File: src/rtl/dl_seq_adder.sv
// Multi-cycle wide adder: one narrow chunk adder reused across NUM_WORDS words with carry held between steps.
// Optional signed-overflow output enabled by defining DL_SEQ_ADDER_OVF_EN.

module dl_adder #(
    parameter int unsigned NUM_BITS = 8
) (
    input  logic [NUM_BITS-1:0] i_a,
    input  logic [NUM_BITS-1:0] i_b,
    output logic [NUM_BITS-1:0] o_sum_c,
    output logic                o_cout_c
);
    localparam int unsigned SW = NUM_BITS + 1;

    assign {o_cout_c, o_sum_c} = SW'(i_a) + SW'(i_b);
endmodule

module dl_seq_adder #(
    parameter int unsigned NUM_BITS  = 8,
    parameter int unsigned NUM_WORDS = 4
) (
    input  logic                          clk,
    input  logic                          rst_n,
    input  logic                          in_valid,
    output logic                          in_ready,
    input  logic [NUM_BITS*NUM_WORDS-1:0] in_a,
    input  logic [NUM_BITS*NUM_WORDS-1:0] in_b,
    input  logic                          in_cin,
    output logic                          out_valid,
    input  logic                          out_ready,
    output logic [NUM_BITS*NUM_WORDS-1:0] out_sum,
`ifdef DL_SEQ_ADDER_OVF_EN
    output logic                          out_ovf,
`endif
    output logic                          out_cout
);
    localparam int unsigned W     = NUM_BITS * NUM_WORDS;
    localparam int unsigned AW    = NUM_BITS + 1;
    localparam int unsigned IDX_W = (NUM_WORDS > 1) ? $clog2(NUM_WORDS) : 1;

    typedef enum logic [1:0] {
        S_IDLE,
        S_BUSY,
        S_DONE
    } state_t;

    state_t             r_state;
    state_t             w_state_nxt;
    logic               r_in_ready;
    logic               r_out_valid;
    logic               w_in_ready_nxt;
    logic               w_out_valid_nxt;
    logic               w_accept;
    logic               w_step;
    logic               w_last;

    logic [W-1:0]       r_a;
    logic [W-1:0]       r_b;
    logic [W-1:0]       r_sum;
    logic               r_carry;
    logic               r_cout;
    logic [IDX_W-1:0]   r_idx;

    logic [AW-1:0]      w_add_a;
    logic [AW-1:0]      w_add_b;
    logic [AW-1:0]      w_add_sum;
    logic               w_add_cout;
    logic [NUM_BITS-1:0] w_chunk;
    logic               w_sum_lsb_unused;
    logic [W-1:0]       w_sum_nxt;

    // LSB pair {1, carry} turns the carry into a carry-in for the word bits.
    assign w_add_a = {r_a[NUM_BITS-1:0], 1'b1};
    assign w_add_b = {r_b[NUM_BITS-1:0], r_carry};

    dl_adder #(.NUM_BITS(AW)) u_chunk_adder (
        .i_a      (w_add_a),
        .i_b      (w_add_b),
        .o_sum_c  (w_add_sum),
        .o_cout_c (w_add_cout)
    );

    assign w_chunk          = w_add_sum[AW-1:1];
    assign w_sum_lsb_unused = w_add_sum[0];
    assign w_sum_nxt        = (r_sum >> NUM_BITS) | (W'(w_chunk) << (W - NUM_BITS));
    assign w_last           = (r_idx == IDX_W'(NUM_WORDS - 1));

    always_comb begin
        w_state_nxt     = r_state;
        w_accept        = 1'b0;
        w_step          = 1'b0;
        w_in_ready_nxt  = 1'b0;
        w_out_valid_nxt = 1'b0;
        case (r_state)
            S_IDLE: begin
                if (in_valid && r_in_ready) begin
                    w_accept    = 1'b1;
                    w_state_nxt = S_BUSY;
                end
            end
            S_BUSY: begin
                w_step = 1'b1;
                if (w_last) begin
                    w_state_nxt = S_DONE;
                end
            end
            S_DONE: begin
                if (r_out_valid && out_ready) begin
                    w_state_nxt = S_IDLE;
                end
            end
            default: w_state_nxt = S_IDLE;
        endcase
        // Handshake outputs are registered from the next state.
        w_in_ready_nxt  = (w_state_nxt == S_IDLE);
        w_out_valid_nxt = (w_state_nxt == S_DONE);
    end

    always_ff @(posedge clk) begin
        if (!rst_n) begin
            r_state     <= S_IDLE;
            r_in_ready  <= 1'b0;
            r_out_valid <= 1'b0;
        end else begin
            r_state     <= w_state_nxt;
            r_in_ready  <= w_in_ready_nxt;
            r_out_valid <= w_out_valid_nxt;
        end
    end

`ifdef DL_SEQ_ADDER_OVF_EN
    logic r_a_msb;
    logic r_b_msb;
    logic r_ovf;
    logic w_ovf_nxt;

    assign w_ovf_nxt = (r_a_msb == r_b_msb) && (w_chunk[NUM_BITS-1] != r_a_msb);
    assign out_ovf   = r_ovf;

    always_ff @(posedge clk) begin
        if (!rst_n) begin
            r_a_msb <= 1'b0;
            r_b_msb <= 1'b0;
            r_ovf   <= 1'b0;
        end else if (w_accept) begin
            r_a_msb <= in_a[W-1];
            r_b_msb <= in_b[W-1];
        end else if (w_step && w_last) begin
            r_ovf   <= w_ovf_nxt;
        end
    end
`endif

    // Word-serial datapath; result words enter at the MSB end.
    always_ff @(posedge clk) begin
        if (!rst_n) begin
            r_a     <= '0;
            r_b     <= '0;
            r_sum   <= '0;
            r_carry <= 1'b0;
            r_cout  <= 1'b0;
            r_idx   <= '0;
        end else if (w_accept) begin
            r_a     <= in_a;
            r_b     <= in_b;
            r_carry <= in_cin;
            r_idx   <= '0;
        end else if (w_step) begin
            r_a     <= r_a >> NUM_BITS;
            r_b     <= r_b >> NUM_BITS;
            r_sum   <= w_sum_nxt;
            r_carry <= w_add_cout;
            if (w_last) begin
                r_cout <= w_add_cout;
            end else begin
                r_idx  <= r_idx + IDX_W'(1);
            end
        end
    end

    assign in_ready  = r_in_ready;
    assign out_valid = r_out_valid;
    assign out_sum   = r_sum;
    assign out_cout  = r_cout;

endmodule

File: config.mk
export PLATFORM = sky130hd
export DESIGN_NAME = dl_seq_adder
export DESIGN_NICKNAME = d
export VERILOG_FILES = /design/src/rtl/dl_seq_adder.sv
export SDC_FILE = /design/constraint.sdc
export NUM_CORES = 1
export LEC_CHECK = 0
export ABC_AREA = 0
export CORE_ASPECT_RATIO = 0.5
export CORE_MARGIN = 1
export CORE_UTILIZATION = 50
export CTS_CLUSTER_DIAMETER = 60
export DETAILED_ROUTE_END_ITERATION = 8
export GPL_ROUTABILITY_DRIVEN = 0
export PLACE_DENSITY = 0.85
export SYNTH_ARGS = -nofsm -noshare
export SYNTH_HDL_FRONTEND = slang
export SYNTH_SLANG_ARGS = --single-unit
File: constraint.sdc
create_clock -name clk -period 2.3 [get_ports clk]
set_input_delay 0.345 -clock clk [delete_from_list [all_inputs] [get_ports clk]]
set_output_delay 0.345 -clock clk [all_outputs]
set_load 0.02 [all_outputs]
* Word-level counts from Yosys, hierarchy flattened *
Cells that the tools add are included.
Widths: inputs -> output; s select.

word-level totals
  input bits = 69
  logic and storage cells = 41
  register bits = 104
  output and inout bits = 35

operators by class
  bitwise operators = 4
  eq/ne operators = 4
  add/subtract/negate cells = 2
  mux-type cells = 13
  reductions and logical operators = 9

operators with widths
  kind                 number
  $mux 32              4
  $or 24x32->32        1
  $add 9x9->10         1
  $eq 2x2->1 const B   3
  $mux 2               3
  $pmux 2 s3           1
  $mux 1               5
  $logic_not 2->1      2
  $reduce_and 2->1     2
  $not 1->1            3
  $reduce_and 3->1     1
  $add 2x1->2 const B  1
  $eq 2x1->1 const B   1
  $logic_and 1x1->1    2
  $reduce_bool 2->1    1
  $reduce_or 2->1      1

* Longest topological paths before layout *
Gate-level depths: netlist of run 1.

  word-level depth = 5
  depth in mapped cells = 7
  mapped depth without buffers = 5

* Hierarchy *
From an unflattened synthesis of run 1, not the netlist that was laid out.

unflattened totals
  cells, all modules = 538
  area, all modules = 4,531.8 um2

modules (own cells, without submodules)
  module        times used  area an instance (um2)  seq. area each (um2)  cells each
  dl_seq_adder  1           4,184.0                 2,082.0               496
  dl_adder      1           347.8                   0.0                   42

* Worst setup path before layout of run 1 *
OpenSTA, ideal clock, no wires.

  path kind = register to register
  start point = register r_a[1]
  end point = register r_sum[29] (netlist: out_sum[29])
  required time = 2,239 ps
  period minus slack after synthesis = 1,483 ps
  setup time = 61 ps
  path slack = 817 ps
  cell stages (with the launch flop) = 6
  buffers on the path = 0
  arrival = 1,422 ps
  cell sequence = dfxtp_1 -> ha_1 -> nand3_2 -> a21o_1 -> a2111oi_0 -> a311o_1

on the way
  word-level cells in the longest chain between the ends = 2

RTL lines
  item                    line  text
  start, declared         56    logic [W-1:0] r_a;
  start signal, assigned  163   r_a <= in_a;
  start signal, assigned  168   r_a <= r_a >> NUM_BITS;
  $add 9x9->10            14    assign {o_cout_c, o_sum_c} = SW'(i_a) + SW'(i_b);
  $or 24x32->32           84    assign w_sum_nxt = (r_sum >> NUM_BITS) | (W'(w_chunk) << (W - NUM_BITS));
  end signal, assigned    170   r_sum <= w_sum_nxt;
  end, declared           58    logic [W-1:0] r_sum;

No other way between the ends.
A chain may end at the register's enable or synchronous reset.

* Final worst setup path of run 1 *
  start point = register r_state[1]
  end point = register r_b[10]

on the way
  word-level cells in the longest chain between the ends = 3
  elaborated cells between the ends (all ways) = 6
  those cells by class = eq/ne (1); mux (3); reduce/logical (2)

RTL lines
  item                                                           line  text
  start, declared                                                46    state_t r_state;
  start signal, assigned                                         124   r_state <= w_state_nxt;
  $eq 2x1->1 / $logic_not 2->1 (equally long branches)           93    case (r_state)
  $mux 1                                                         93
  $reduce_bool 2->1 (no line) / $mux 32 (equally long branches)  --
  end signal, assigned                                           164   r_b <= in_b;
  end signal, assigned                                           169   r_b <= r_b >> NUM_BITS;
  end, declared                                                  57    logic [W-1:0] r_b;

Several ways; a longest one is shown, not always the timed one.

==> out/metrics.cfg, run 1 <==
[placement]
port_buffers=103
dp_hpwl_mm=6.879
dp_cells=691

[power_and_ir_drop]
irDropWorstVdd_mv=0.4697
seqPwrFrac_pct=48.2
pwr-share-clk_pct=39.0
power.density_nw_per_um2=700.8
p_switching_mw=0.9792
p_sw_share_pct=24.51
leakage_nw=1.935
power_frac_comb_pct=12.8
p_int_mw=3.017

[sta]
setup_violations=0
finalSetupTns_ns=0
skew_ns=0.007146
max_freq_mhz=565.0
tightest_slew_ns=0.4943
fin_crit_ns=1.770
slew_headroom_pct=67.05
period_share_pct=76.95
finalHoldViolCount=0
rsz0062_at_grt=no
slew_violations=0

[yosys]
syn_inst=507
synth.distinct_cells=39
synth_seq_cells=104
synthAdderAreaFrac_pct=3.073
synthMuxAreaShare_pct=0
synth-simple-area-share_pct=17.05
synth_compound_area_share_pct=26.04
yosysSeqAreaShare_pct=48.25
synth_top_area_share_pct=48.25
synth_top_family_by_area=compound AO/OA/AOI/OAI gates
synth_largest_area_cell=dfxtp_1
synth_area_leaders=dfxtp_1 (48%), a21oi_1 (12%), nand2_1 (11%)
synth_area_um2=4315
synth_xor_area_share_pct=0.4059
syn_area_per_cell_um2=8.512
synth_nets=586
yosysWarnings=0

[cts]
cts_tree=yes
clkSlewWorstSetupHoldPaths_ns=0.07
cts_max_level=3
cts_setup_buffers=0
cts_sinks=104
numCtsBuffers=9
cts_resized=0
clock_path_buffers=2
clk_latency_ns=0.35
root_buffer=clkbuf_16
hold_buffers=0

[layout]
diodes=0
area_delta_synth_final_pct=32.13
stdcell_count=707
final.fill_count=674
drive_gt1_share_pct=7.059
layout.nets=669

[global_route]
antenna_found_initial=0
grt_max_degree=84
grt_use_total_pct=23.97
grt_pass1_wl_mm=16.85
grt_pass1_vias=3471
grt_overflow=0

[route]
first_pass_iters=6
avgViaCountPerCell=5.512
wl_per_cell_um=14.52
first_iter_violations=339
num_vias=3897
drc=0
wl_mm=10.26
ant_nets=0

[run_status]
status=completed

[die]
die_h_um=67.69
rows=23
die_w_um=133.4
start_util_pct=52.80
ios=104
core_area_um2=8173
die_area_um2=9029

[setup_path]
cp_max_fo=34
critPathLaunchType=flip-flop
critical_path_class=flip-flop to flip-flop
required_ns=2.58
end_kind=flip-flop
crit_arrival_ns=2.05

[min_path]
min_path_type=flip-flop to flip-flop

[job]
maxCapViolations=0

cell type report:
type                       instances  area (um2)  area share [%]
sequential                       104        2082           36.52
multi-input combinational        361        2027           35.55
timing repair buffer             112        1136           19.93
clock buffer                      13       260.3           4.564
tap                              112       140.1           2.458
clock inverter                     3       48.80          0.8558
inverter                           2       7.507          0.1317
cells in the final DEF (no fill, tap or decap), drive strengths merged, types with 2 or more instances in the layout:
master / synthesis / layout
a221oi: 2 / 2
a21o: 3 / 3
xnor2: 2 / 2
a21oi: 101 / 101
a311o: 2 / 2
buf: 24 / 9
and2: 2 / 2
nor2: 9 / 9
ha: 9 / 9
and3: 5 / 5
dfxtp: 104 / 104
o21a: 3 / 3
a211oi: 3 / 3
inv: 2 / 3
nand3: 26 / 26
nor3: 3 / 3
o21ai: 8 / 8
clkbuf: 16 / 13
nand2: 123 / 123
or3: 2 / 2
a22oi: 49 / 49
clkdlybuf4s50: 0 / 103
flip-flops by register name, indices dropped and copies added (netlist names):
register   cells
in_ready       1
out_cout       1
r_state        2
out_sum       32
r_idx          2
r_carry        1
r_b           32
r_a           32
out_valid      1
cells by family (layout without fill, tap and decap cells):
family,after synthesis,count (layout)
simple gates,173,173
flops,104,104
buf+inv,42,130
xor+xnor,2,2
compound gates,176,176
fa+ha+maj,10,10
Yosys cell counts, drive strengths merged:
cell type and instances:
nand2b 1, ha 9, a221oi 2, a31oi 1, buf 24, fa 1, a22oi 49, inv 2
a211oi 3, and2 2, nand3 26, a21oi 101, and3 5, o311ai 1, and2b 1, a311o 2
nor2 9, a21o 3, clkbuf 16, dfxtp 104, o21a 3, xnor2 2, nor3 3, nand2 123
a211o 1, nor4bb 1, a2111oi 1, o21bai 1, or3 2, o21ai 8
critical path, cell delays in order, from the launching register on:
cell and delay (ns):
dfxtp_1 0.41, and2b_4 0.24, nor2_4 0.34, buf_4 0.41, nand2_1 0.13, a21oi_1 0.16
per-layer routing:
layer,global-route usage (%),part of all wire (%)
met4,5.682,0.64
met2,40.95,48
met1,30.79,46
met3,6.156,5.6
met5,0,0
worst paths after layout:
check,start,to,slack [ns],cells past startpoint
max,r_state[1],r_b[10],0.53,5
max reg2reg,r_state[1],r_b[10],0.53,5
min,out_sum[5],out_sum[5],0.45,2
min reg2reg,out_sum[5],out_sum[5],0.45,2
power by group through the flow:
stage | sequential (mW) | combinational [mW] | clock [mW]
finish | 1.93 | 0.510 | 1.56
global placement | 1.96 | 0.494 | 0
floorplan | 1.96 | 0.302 | 0
CTS | 1.92 | 0.509 | 1.59
global route | 1.93 | 0.559 | 1.67
detailed placement | 1.97 | 0.504 | 0
stage by stage:
| step | hold slack, ns | cell area (um2) | setup slack (ns) | util [%] | total power [mW] |
|---|---|---|---|---|---|
| 2_1_floorplan | 0.4368 | 4315 | 0.8173 | - | 2.260 |
| 3_3_place_gp | 0.4413 | 5393 | 0.2945 | 65.98 | 2.456 |
| 3_5_place_dp | 0.4461 | 5393 | 0.2595 | 65.98 | 2.469 |
| 4_1_cts | 0.4554 | 5702 | 0.5158 | 69.76 | 4.027 |
| 5_1_grt | 0.4690 | 5702 | 0.4069 | 69.76 | 4.158 |
| 6_report | 0.4522 | 5702 | 0.5302 | 69.76 | 3.996 |
(Power assumes the default switching activity.)
==> run 2: changes to the inputs <==
--- a/config.mk
+++ b/config.mk
@@ -8,11 +8,11 @@
 export ABC_AREA = 0
 export CORE_ASPECT_RATIO = 0.5
 export CORE_MARGIN = 1
-export CORE_UTILIZATION = 50
+export CORE_UTILIZATION = 49
 export CTS_CLUSTER_DIAMETER = 60
 export DETAILED_ROUTE_END_ITERATION = 8
 export GPL_ROUTABILITY_DRIVEN = 0
-export PLACE_DENSITY = 0.85
+export PLACE_DENSITY = 0.84
 export SYNTH_ARGS = -nofsm -noshare
 export SYNTH_HDL_FRONTEND = slang
 export SYNTH_SLANG_ARGS = --single-unit
==> constraint.sdc (replaced) <==
create_clock -name clk -period 1.71 [get_ports clk]
set_input_delay 0.2565 -clock clk [delete_from_list [all_inputs] [get_ports clk]]
set_output_delay 0.2565 -clock clk [all_outputs]
set_load 0.02 [all_outputs]
==> out/metrics.cfg, run 2 (synthesis results as in run 1) <==
[cts]
clk_latency_ns=0.35
cts_tree=yes
clock_path_buffers=2
cts_setup_buffers=0
hold_buffers=0
cts_sinks=104
numCtsBuffers=9
cts_max_level=3
clkSlewWorstSetupHoldPaths_ns=0.07
root_buffer=clkbuf_16

[route]
first_pass_iters=5
drc=0
wl_mm=10.71
ant_nets=0
avgViaCountPerCell=5.573
first_iter_violations=288
wl_per_cell_um=14.94
num_vias=3996

[sta]
rsz0062_at_grt=no
setup_violations=0
finalSetupTns_ns=0
tightest_slew_ns=0.3850
slew_headroom_pct=74.18
slew_violations=0
period_share_pct=95.10
whs_ns=0.4537
finalHoldViolCount=0
fin_crit_ns=1.626
max_freq_mhz=614.9
skew_ns=0.007606

[job]
maxCapViolations=0

[global_route]
antenna_found_initial=0
grt_overflow=0
grt_use_total_pct=23.70
grt_max_degree=68
grt_pass1_vias=3422
grt_pass1_wl_mm=16.65

[layout]
drive_gt1_share_pct=9.752
layout.nets=680
final_cell_mix=nand2_1 (123), dfxtp_1 (104), clkdlybuf4s50_1 (103), a21oi_1 (97), a22oi_1 (38)
fin_area_um2=5827
diodes=0
final.fill_count=663
area_delta_synth_final_pct=35.02
final_common_cell=nand2_1

[placement]
placed_cell_area_um2=5513
dp_hpwl_mm=7.238
port_buffers=103

[die]
die_w_um=134.7
ios=104
die_h_um=68.36
rows=23
start_util_pct=52.25
die_area_um2=9209
core_area_um2=8259

[setup_path]
crit_arrival_ns=1.85
critical_path_class=flip-flop to flip-flop
crit_chain=ha_1 > a21oi_1 > o21ai_0 > a221oi_1 > a221oi_2
slowest_stage=dfxtp_1
required_ns=1.93
end_kind=flip-flop
slowest_delay_ns=0.32
critPathLaunchType=flip-flop
cp_max_fo=3

[power_and_ir_drop]
leakage_nw=1.985
power.density_nw_per_um2=906.9
power_mw=5.284
irDropWorstVdd_mv=0.5372

[min_path]
min_path_type=input port to flip-flop

[run_status]
status=completed

## run 2: changes by cell type in the layout (fill, tap and decap cells not counted), moves of 2 or more
cell,delta
buf_4,+8
a21oi_1,-3
a21oi_2,+3
buf_12,+3
ha_1,-2
## run 2: timing repair
| action | in CTS | in global routing |
|---|---|---|
| resized for setup | 1 | 8 |
| pin swaps | 0 | 1 |
| endpoints found under the setup margin | 1 | 4 |
| hold endpoints to repair | 0 | 0 |
## run 2: final timing paths
kind / end / cells past startpoint / slack (ns) / startpoint
worst min register to register: out_sum[1] / 2 / 0.45 / out_sum[1]
worst max-delay path: r_carry / 5 / 0.08 / r_a[5]
worst max register to register: r_carry / 5 / 0.08 / r_a[5]
worst min-delay path: r_a[28] / 3 / 0.45 / in_a[28]
## run 2: power breakdown
group	internal, mW	switching, mW	total, mW
sequential	2.52	0.0706	2.59
combinational	0.353	0.394	0.747
clock	1.07	0.878	1.95
## run 2: layout make-up
cell class | count | area (um2) | area share [%]
sequential | 104 | 2082 | 35.73
multi-input combinational | 361 | 2059 | 35.34
timing repair buffer | 123 | 1256 | 21.56
clock buffer | 12 | 256.5 | 4.402
tap | 112 | 140.1 | 2.405
clock inverter | 3 | 25.02 | 0.4295
inverter | 2 | 7.507 | 0.1288
## run 2: stage by stage
step,instances,utilization [%],worst slack (ns)
after floorplan,507,-,0.2273
after global placement,702,66.75,0.02441
after detailed placement,702,66.75,-0.05821
after CTS,717,70.20,0.01413
after global routing,717,70.55,0.01302
final,717,70.55,0.08377
## run 2: critical path: cells and delay by family, from the launching register on
| kind | cells | cell delay (ns) |
|---|---|---|
| AOI/OAI and AO/OA | 4 | 0.87 |
| DFF | 1 | 0.32 |
| adders and majority gates | 1 | 0.31 |
## run 2: per-layer routing
layer | GRT usage, % | wire length, um | up-vias
met5 | 0 | 0 | -
met4 | 3.933 | 50 | 0
met3 | 8.074 | 700 | 7
met2 | 39.05 | 5055 | 139
met1 | 30.78 | 4907 | 1867
li1 | - | - | 1983
